$ cat src/rtl/address_gen_param.sv
// ---------------------------------------------------------------------------
// address_gen_param
//
// Parametrised test-address generator for the PMBIST datapath. It produces
// linear (windowed), pseudo-random (reversible Fibonacci LFSR) and optional
// address-complement sequences. It also flags the terminal address of each
// march element.
//
// Optional feature macro: ADDR_GEN_CPL_EN
//   defined   -> complement mode (mode_in = 2'b10) is built, with a phase bit.
//   undefined -> no phase register; mode 2'b10 behaves as linear.
//
// Parameters:
//   AW        address width, 4..16
//   ADDR_MIN  lowest address of the linear/complement window
//   ADDR_MAX  highest address of the linear/complement window (>= ADDR_MIN)
//   PR_SEED   LFSR seed (0 is replaced by 1)
//
// Ports:
//   clk       clock, rising edge
//   rst       synchronous active-high reset
//   mode_in   00 linear, 01 pseudo-random, 10 complement, 11 linear
//   start_in  load first address of an up sequence
//   rev_in    load first address of a down sequence
//   hold_in   freeze address and terminal flag
//   updwn_in  0 up, 1 down
//   tas_out   registered test address
//   last_out  registered flag: tas_out is the terminal address
// ---------------------------------------------------------------------------
module address_gen_param #(
    parameter int AW       = 8,
    parameter int ADDR_MIN = 0,
    parameter int ADDR_MAX = (1 << AW) - 1,
    parameter int PR_SEED  = 1
) (
    input  logic          clk,
    input  logic          rst,
    input  logic [1:0]    mode_in,
    input  logic          start_in,
    input  logic          rev_in,
    input  logic          hold_in,
    input  logic          updwn_in,
    output logic [AW-1:0] tas_out,
    output logic          last_out
);

    // LFSR feedback tap mask: bit (t-1) is set for every tap t.
    function automatic logic [15:0] tap_mask(input int aw);
        logic [15:0] m;
        case (aw)
            4:       m = 16'h000C;
            5:       m = 16'h0014;
            6:       m = 16'h0030;
            7:       m = 16'h0060;
            8:       m = 16'h00B8;
            9:       m = 16'h0110;
            10:      m = 16'h0240;
            11:      m = 16'h0500;
            12:      m = 16'h0829;
            13:      m = 16'h100D;
            14:      m = 16'h2015;
            15:      m = 16'h6000;
            16:      m = 16'hD008;
            default: m = 16'h000C;
        endcase
        return m;
    endfunction

    localparam logic [AW-1:0] ZERO_V  = {AW{1'b0}};
    localparam logic [AW-1:0] ONE_V   = {{(AW-1){1'b0}}, 1'b1};
    localparam logic [AW-1:0] MIN_V   = AW'(ADDR_MIN);
    localparam logic [AW-1:0] MAX_V   = AW'(ADDR_MAX);
    // Forward taps select c[t-1]. Reverse taps select c[t] for t < AW, so the
    // mask is shifted up by one and the top tap (t = AW) falls off.
    localparam logic [AW-1:0] TAPS_UP = AW'(tap_mask(AW));
    localparam logic [AW-1:0] TAPS_DN = AW'({tap_mask(AW), 1'b0});
    localparam logic [AW-1:0] SEED_V  = (AW'(PR_SEED) == ZERO_V) ? ONE_V : AW'(PR_SEED);

    // Even-parity helper used by both LFSR directions.
    function automatic logic parity(input logic [AW-1:0] v);
        return ^v;
    endfunction

    function automatic logic [AW-1:0] pr_up(input logic [AW-1:0] c);
        return {c[AW-2:0], parity(c & TAPS_UP)};
    endfunction

    // Exact inverse of pr_up: recovers the bit that was shifted out.
    function automatic logic [AW-1:0] pr_dn(input logic [AW-1:0] c);
        return {c[0] ^ parity(c & TAPS_DN), c[AW-1:1]};
    endfunction

    // One linear step inside [MIN_V, MAX_V]; out-of-window values re-enter
    // at the first address of the current direction.
    function automatic logic [AW-1:0] lin_step(input logic [AW-1:0] c, input logic dn);
        logic [AW:0] ge_min;
        logic [AW:0] le_max;
        logic [AW-1:0] r;
        // Borrow-out (top bit) is set when the comparison fails.
        ge_min = {1'b0, c} - {1'b0, MIN_V};
        le_max = {1'b0, MAX_V} - {1'b0, c};
        if (ge_min[AW] || le_max[AW]) begin
            r = dn ? MAX_V : MIN_V;
        end else if (dn) begin
            r = (c == MIN_V) ? MAX_V : (c - ONE_V);
        end else begin
            r = (c == MAX_V) ? MIN_V : (c + ONE_V);
        end
        return r;
    endfunction

    // Terminal addresses of the pseudo-random sequence, fixed at elaboration.
    localparam logic [AW-1:0] PR_PRED = pr_dn(SEED_V);
    localparam logic [AW-1:0] PR_SUCC = pr_up(SEED_V);

    logic [AW-1:0] base_r;
    logic [AW-1:0] base_nx_s;
    logic [AW-1:0] tas_nx_s;
    logic          last_nx_s;
    logic          pr_mode_s;
    logic          lin_term_s;
    logic          cpl_mode_s;
    logic          phase_nx_s;
    logic          phase_cur_s;

    assign pr_mode_s = (mode_in == 2'b01);

`ifdef ADDR_GEN_CPL_EN
    logic phase_r;
    assign cpl_mode_s  = (mode_in == 2'b10);
    assign phase_cur_s = phase_r;
`else
    assign cpl_mode_s  = 1'b0;
    assign phase_cur_s = 1'b0;
`endif

    // Next base/phase selection, then next output address and terminal flag.
    always_comb begin
        base_nx_s  = base_r;
        phase_nx_s = phase_cur_s;
        tas_nx_s   = tas_out;
        last_nx_s  = last_out;
        lin_term_s = 1'b0;
        if (start_in || rev_in) begin
            // start wins over rev when both are asserted
            if (pr_mode_s) begin
                base_nx_s = SEED_V;
            end else begin
                base_nx_s = start_in ? MIN_V : MAX_V;
            end
            phase_nx_s = 1'b0;
        end else if (hold_in) begin
            base_nx_s  = base_r;
            phase_nx_s = phase_cur_s;
        end else if (pr_mode_s) begin
            if (base_r == ZERO_V) begin
                base_nx_s = SEED_V;
            end else begin
                base_nx_s = updwn_in ? pr_dn(base_r) : pr_up(base_r);
            end
            phase_nx_s = 1'b0;
        end else if (cpl_mode_s && !phase_cur_s) begin
            // first half of a complement pair: same base, inverted address
            base_nx_s  = base_r;
            phase_nx_s = 1'b1;
        end else begin
            base_nx_s  = lin_step(base_r, updwn_in);
            phase_nx_s = 1'b0;
        end

        if (hold_in && !start_in && !rev_in) begin
            tas_nx_s  = tas_out;
            last_nx_s = last_out;
        end else begin
            tas_nx_s   = phase_nx_s ? ~base_nx_s : base_nx_s;
            lin_term_s = updwn_in ? (base_nx_s == MIN_V) : (base_nx_s == MAX_V);
            if (pr_mode_s) begin
                last_nx_s = updwn_in ? (base_nx_s == PR_SUCC) : (base_nx_s == PR_PRED);
            end else if (cpl_mode_s) begin
                last_nx_s = phase_nx_s && lin_term_s;
            end else begin
                last_nx_s = lin_term_s;
            end
        end
    end

    // State and output registers with synchronous reset.
    always_ff @(posedge clk) begin
        if (rst) begin
            base_r   <= ZERO_V;
            tas_out  <= ZERO_V;
            last_out <= 1'b0;
        end else begin
            base_r   <= base_nx_s;
            tas_out  <= tas_nx_s;
            last_out <= last_nx_s;
        end
    end

`ifdef ADDR_GEN_CPL_EN
    // Complement phase register.
    always_ff @(posedge clk) begin
        if (rst) begin
            phase_r <= 1'b0;
        end else begin
            phase_r <= phase_nx_s;
        end
    end
`endif

endmodule

$ cat config.mk
export PLATFORM = sky130hd
export DESIGN_NAME = address_gen_param
export DESIGN_NICKNAME = d
export VERILOG_FILES = /design/src/rtl/address_gen_param.sv
export SDC_FILE = /design/constraint.sdc
export NUM_CORES = 1
export LEC_CHECK = 0
export ABC_AREA = 0
export BUFFER_PORTS_ARGS = -buffer_cell sky130_fd_sc_hd__buf_2
export CORE_MARGIN = 2
export CORE_UTILIZATION = 50
export CTS_CLUSTER_DIAMETER = 50
export CTS_CLUSTER_SIZE = 24
export DETAILED_ROUTE_END_ITERATION = 12
export PLACE_DENSITY = 0.82
export SETUP_SLACK_MARGIN = 0.02
export SYNTH_ARGS = -nofsm -noshare
export SYNTH_HDL_FRONTEND = slang
export SYNTH_SLANG_ARGS = --single-unit
$ cat constraint.sdc
create_clock -name clk -period 2.8 [get_ports clk]
set_clock_uncertainty 0.2 [all_clocks]
set_input_delay 0.56 -clock clk [delete_from_list [all_inputs] [get_ports clk]]
set_output_delay 0.56 -clock clk [all_outputs]
set_load 0.02 [all_outputs]
==> Word level (Yosys, flattened, before mapping) <==
Cells that the tools add are included.
{ "classes": {"n_addsub": 3, "multipliers": 0, "div_mod_pow": 0, "n_lt_le_gt_ge": 0, "n_eq_ne": 5, "n_shift": 0, "muxes": 15, "bitwise_logic": 1, "n_reduce_logical": 9} }
{ "op_table": {"columns": ["op", "count"], "rows": [
  ["8-bit two-way mux", 12],
  ["8-bit equality test (second input constant)", 3],
  ["8-bit zero test", 2],
  ["8-bit XOR reduction", 2],
  ["8-bit by 8-bit subtractor with 9-bit output (first input constant)", 1],
  ["8-bit by 1-bit adder with 8-bit output (second input constant)", 1],
  ["8-bit by 2-bit equality test with 1-bit output (second input constant)", 1],
  ["8-bit by 1-bit subtractor with 8-bit output (second input constant)", 1],
  ["1-bit two-way mux", 3],
  ["2-bit by 1-bit equality test with 1-bit output (second input constant)", 1],
  ["1-bit logical AND", 2],
  ["1-bit zero test", 2],
  ["1-bit logical OR", 1],
  ["1-bit bitwise XOR", 1]
]} }
{ "totals": {"register_bits": 17, "latchBits": 0, "ram_bits": 0, "mem_bits_ro": 0, "inputBits": 8, "wordCells": 36, "mem_count": 0} }

==> Longest topological paths before layout <==
{ "depth": {"word_depth": 10, "depth_mapped": 11} }

==> Worst setup path before layout <==
OpenSTA, ideal clock, no wires.
{ "synth_path": {"kind": "reg2reg", "start": "reg base_r[4]", "end": "reg last_out", "setup_time_ns": 0.096, "arrival_ns": 2.403, "setup_slack_ns": 0.102, "stages_incl_launch_ff": 11, "path_buffers": 1, "period_less_slack_ns": 2.698, "path_cell_list": "dfxtp_1 -> clkbuf_1 -> inv_1 -> ha_1 -> xor2_1 -> xnor2_1 -> nor2_1 -> o311ai_0 -> nand4_1 -> a2bb2oi_1 -> o41ai_2"} }
{ "synth_via": {"elab_chain_len": 10} }
{ "synth_rtl": {"columns": ["element", "line_no", "rtl"], "rows": [
  ["start, declared", "116", "logic [AW-1:0] base_r;"],
  ["start signal, assigned", "194", "base_r <= base_nx_s;"],
  ["8-bit by 1-bit adder with 8-bit output, or another cell as far along", "107", "r = (c == MAX_V) ? MIN_V : (c + ONE_V);"],
  ["8-bit two-way mux, or another cell as far along", "107", null],
  ["8-bit two-way mux, on equally long branches", "104, 159", null],
  ["8-bit two-way mux, on equally long branches", "102, 156", null],
  ["8-bit two-way mux", "155", "end else if (pr_mode_s) begin"],
  ["8-bit two-way mux *", "152", "end else if (hold_in) begin"],
  ["8-bit two-way mux *", "144", "if (start_in || rev_in) begin"],
  ["8-bit equality test, or another cell as far along", "176", "lin_term_s = updwn_in ? (base_nx_s == MIN_V) : (base_nx_s == MAX_V);"],
  ["1-bit two-way mux, on equally long branches", "176, 178", null],
  ["1-bit two-way mux *", "177", "if (pr_mode_s) begin"],
  ["end signal, assigned", "196", "last_out <= last_nx_s;"],
  ["end, declared", "44", "output logic last_out"]
]} }
Mark *: on every way between the ends. The rest lies on a longest branch, timed or not.
A chain may end at the register's enable or synchronous reset.

==> Worst setup path after layout <==
{ "layout_path": {"start": "reg base_r[0]", "end": "reg last_out"} }
{ "layout_via": {"elab_chain_len": 10} }
{ "layout_rtl": {"columns": ["element", "line_no", "rtl"], "rows": [
  ["8-bit by 1-bit adder with 8-bit output, or another cell as far along", "107", null],
  ["8-bit two-way mux, on equally long branches", "107, 105", null],
  ["8-bit two-way mux", "104", "end else if (dn) begin"],
  ["8-bit two-way mux", "102", "if (ge_min[AW] || le_max[AW]) begin"],
  ["8-bit two-way mux", "155", null],
  ["8-bit two-way mux *", "152", null],
  ["8-bit two-way mux *", "144", null],
  ["8-bit equality test, or another cell as far along", "176", null],
  ["1-bit two-way mux, on equally long branches", "176, 178", null],
  ["1-bit two-way mux *", "177", null]
]} }
Marks and branches as above.

==> flow_metrics.tcl <==
set metrics [dict create \
    final_cell_area_um2 1953 \
    cp_num_buf_inv 1 \
    antenna_found_initial 0 \
    slowest_stage "o311ai_1" \
    dr.pass1.iters 5 \
    hp-class "reg -> reg" \
    fmax_mhz 360.6 \
    synth.top_cells.by_count "31 x nor2_1, 17 x dfxtp_1, 12 x a211oi_1" \
    ys.warnings.count 0 \
    timing.final.crit_share_pct 99.03 \
    synthArstFlopShare_pct 0 \
    cp_top_family "compound AO/OA/AOI/OAI gates" \
    arrival_ns 2.77 \
    maxCapViolations 0 \
    vias_per_cell 6.639 \
    grt_pass1_wl_um 6713 \
    final_max_slew_viol_count 0 \
    vdd_drop_max_uv 410.0 \
    place_congestion 0.9416 \
    area_growth_pct 32.06 \
    crit_top_cell "nand4_1" \
    power_density_nw_per_um2 368.6 \
    synth_top_family_by_area "simple AND/OR/NAND/NOR gates" \
    relSlewSlack_pct 64.23 \
    yosys.area.top_type "dfxtp_1" \
    synth_cells 193 \
    worst_r2r_path_depth 9 \
    synth-seq-cells 17 \
    die_area_um2 3409 \
    rows 19 \
    whs_path_depth 2 \
    dieHeight_um 58.39 \
    drc 0 \
    worstHoldStart "tas_out[4]" \
    synth_ff_type "dfxtp_1" \
    h-tree-depth 1 \
    cts_tree "built" \
    ys_seq_area_share_pct 23.01 \
    place_area_um2 1670 \
    grt_use_total_pct 25.60 \
    end_kind "register" \
    status "completed" \
    synth_top_area_share_pct 23.01 \
    setup_violations 0 \
    clockBufferDepth 2 \
    synth-adder-area-share_pct 4.230 \
    synth-compound-area-share_pct 25.63 \
    synth_area_leaders "dfxtp_1 23%, nor2_1 7.9%, a211oi_1 6.1%, ha_1 4.2%, xnor2_1 4.1%" \
    crit_cells 9 \
    clkTransAtPathRegs_ns 0.10 \
    routed_wirelength_um 4718 \
    dp_hpwl_um 3063 \
    muxShareOfSynthArea_pct 4.822 \
    drt_first_iter_violations 186 \
    synth_xor_area_share_pct 7.107 \
    cp.required_ns 2.80 \
    start_util_pct 53.17 \
    antenna_cells 0 \
    cts-buffers-inserted 3 \
    grt_max_degree 19 \
    cp_max_fo 6 \
    hold_viol 0 \
    clkLatencyLatePin_ns 0.29 \
    n_fill_cell 217 \
    fin_nets 235 \
    setup_tns_ns 0 \
    cp-start-kind "register" \
    avgSynthCellArea_um2 7.663 \
    worstHoldEndpoint "tas_out[4]" \
    io_buffers 16 \
    critPathKind "reg -> reg" \
    yosysMostFrequentCell "nor2_1" \
    coreArea_um2 2781 \
    reg2reg_to "last_out" \
    yosys.area_share.simple_pct 28.68 \
    mappedNetlistNets 206 \
    worst_pin_slew_ns 0.5358 \
    drive_gt1_share_pct 36.20 \
    worst_path_largest_cell_delay_ns 0.48 \
    grt_overflow_total 0 \
    drtAntennaViolNets 0 \
    grt_pass1_vias 1372 \
    syn_area_um2 1479 \
    r2r-start "base_r[0]" \
    synth_edf_count 0 \
    leakage_nw 0.7951 \
    hold_ws_ns 0.3021 \
    ioPinCount 17 \
    period_needed_ns 2.773 \
    die_x_um 58.39 \
    vias 1673 \
    clock_sinks 17 \
    ys_types 52 \
    crit_chain "inv_4 > ha_1 > nor2b_4 > nand2_2 > nand4_1 > o311ai_1 > nand4_1 > a2bb2oi_2 > o41ai_2" \
    wl_per_cell_um 18.72 \
    rrSetupSlack_ns 0.03 \
    clockRootBuffer "clkbuf_4" \
]
-- state kept, by name (all words and copies together), names as in the netlist --
name	count
last_out	1
tas_out	8
base_r	8
-- tightest hold or removal path, stage by stage, from the launching register on --
cell and delay (ns):
dfxtp_1 0.32, nor2_1 0.09, a211oi_1 0.05
-- final cells by class --
class	count	area [um^2]	area share, %
repair buffers	42	279.0	14.29
clock buffers	3	22.52	1.153
clock inverters	1	7.507	0.3844
flip-flops and latches	17	356.6	18.26
multi-input cells	153	1227	62.84
well taps	31	38.79	1.986
inverters	5	21.27	1.089
-- cells in the final DEF, fill, tap and decap left out, types with 2 or more instances in the layout --
master,n
nor2_1,30
xor2_1,5
clkbuf_4,3
o211ai_1,2
or4_1,2
nand2_1,10
dfxtp_4,4
mux2i_1,6
nor3_4,2
inv_1,4
dfxtp_1,12
a211o_1,2
ha_1,5
a211oi_2,3
a31oi_1,3
nand3_1,7
buf_4,25
a2111oi_4,2
a211oi_1,9
o21ai_0,5
o31ai_4,2
and3_1,2
nand4_1,4
buf_2,16
a21oi_1,6
nand2b_1,4
or2_1,2
xnor2_1,7
nor3b_2,2
-- kinds of logic after synthesis --
logic type | Yosys count
AOI/OAI and AO/OA | 50
xor gates and xnor gates | 12
adders and majority gates | 5
buffers and inverters | 23
DFF | 17
muxes | 7
and+or+nand+nor | 79
-- worst max-delay path by stage --
stage	start	end
after global routing	base_r[0]	last_out
final	base_r[0]	last_out
after floorplan	base_r[4]	last_out
after global placement	base_r[2]	last_out
after CTS	base_r[2]	last_out
after detailed placement	base_r[4]	last_out
-- timing repair --
item	in CTS	in global routing
hold buffers	0	0
pin swaps	1	16
resized for setup	0	42
endpoints found under the setup margin	1	1
setup buffers	0	6
hold endpoints to repair	0	0
-- stage by stage --
step	utilization (%)	cells	setup slack, ns	total power (W)
final	70.22	252	0.02707	0.0007198
after global routing	70.22	252	-0.06923	0.0007573
after CTS	61.13	246	0.04697	0.0006599
after detailed placement	60.05	242	0.05520	0.0005224
after global placement	60.05	242	0.1571	0.0005196
after floorplan	-	193	0.1018	0.0004483
-- power breakdown --
group / total [W] / leakage (nW) / switching (W) / internal, W
Combinational: 0.000304 / 0.638 / 0.000174 / 0.000130
Sequential: 0.000279 / 0.143 / 0.0000216 / 0.000257
Clock: 0.000137 / 0.0139 / 0.0000823 / 0.0000543
Total: 0.000720 / 0.795 / 0.000278 / 0.000442
-- routing by layer --
metal	vias to the layer above	GRT usage [%]	share of wire, %
met5	-	0	0
met4	0	8.970	4.6
met3	28	3.736	8.1
met2	118	41.09	47
met1	767	35.01	40
li1	760	-	-
No activity file was read; power rests on OpenSTA's default activity.
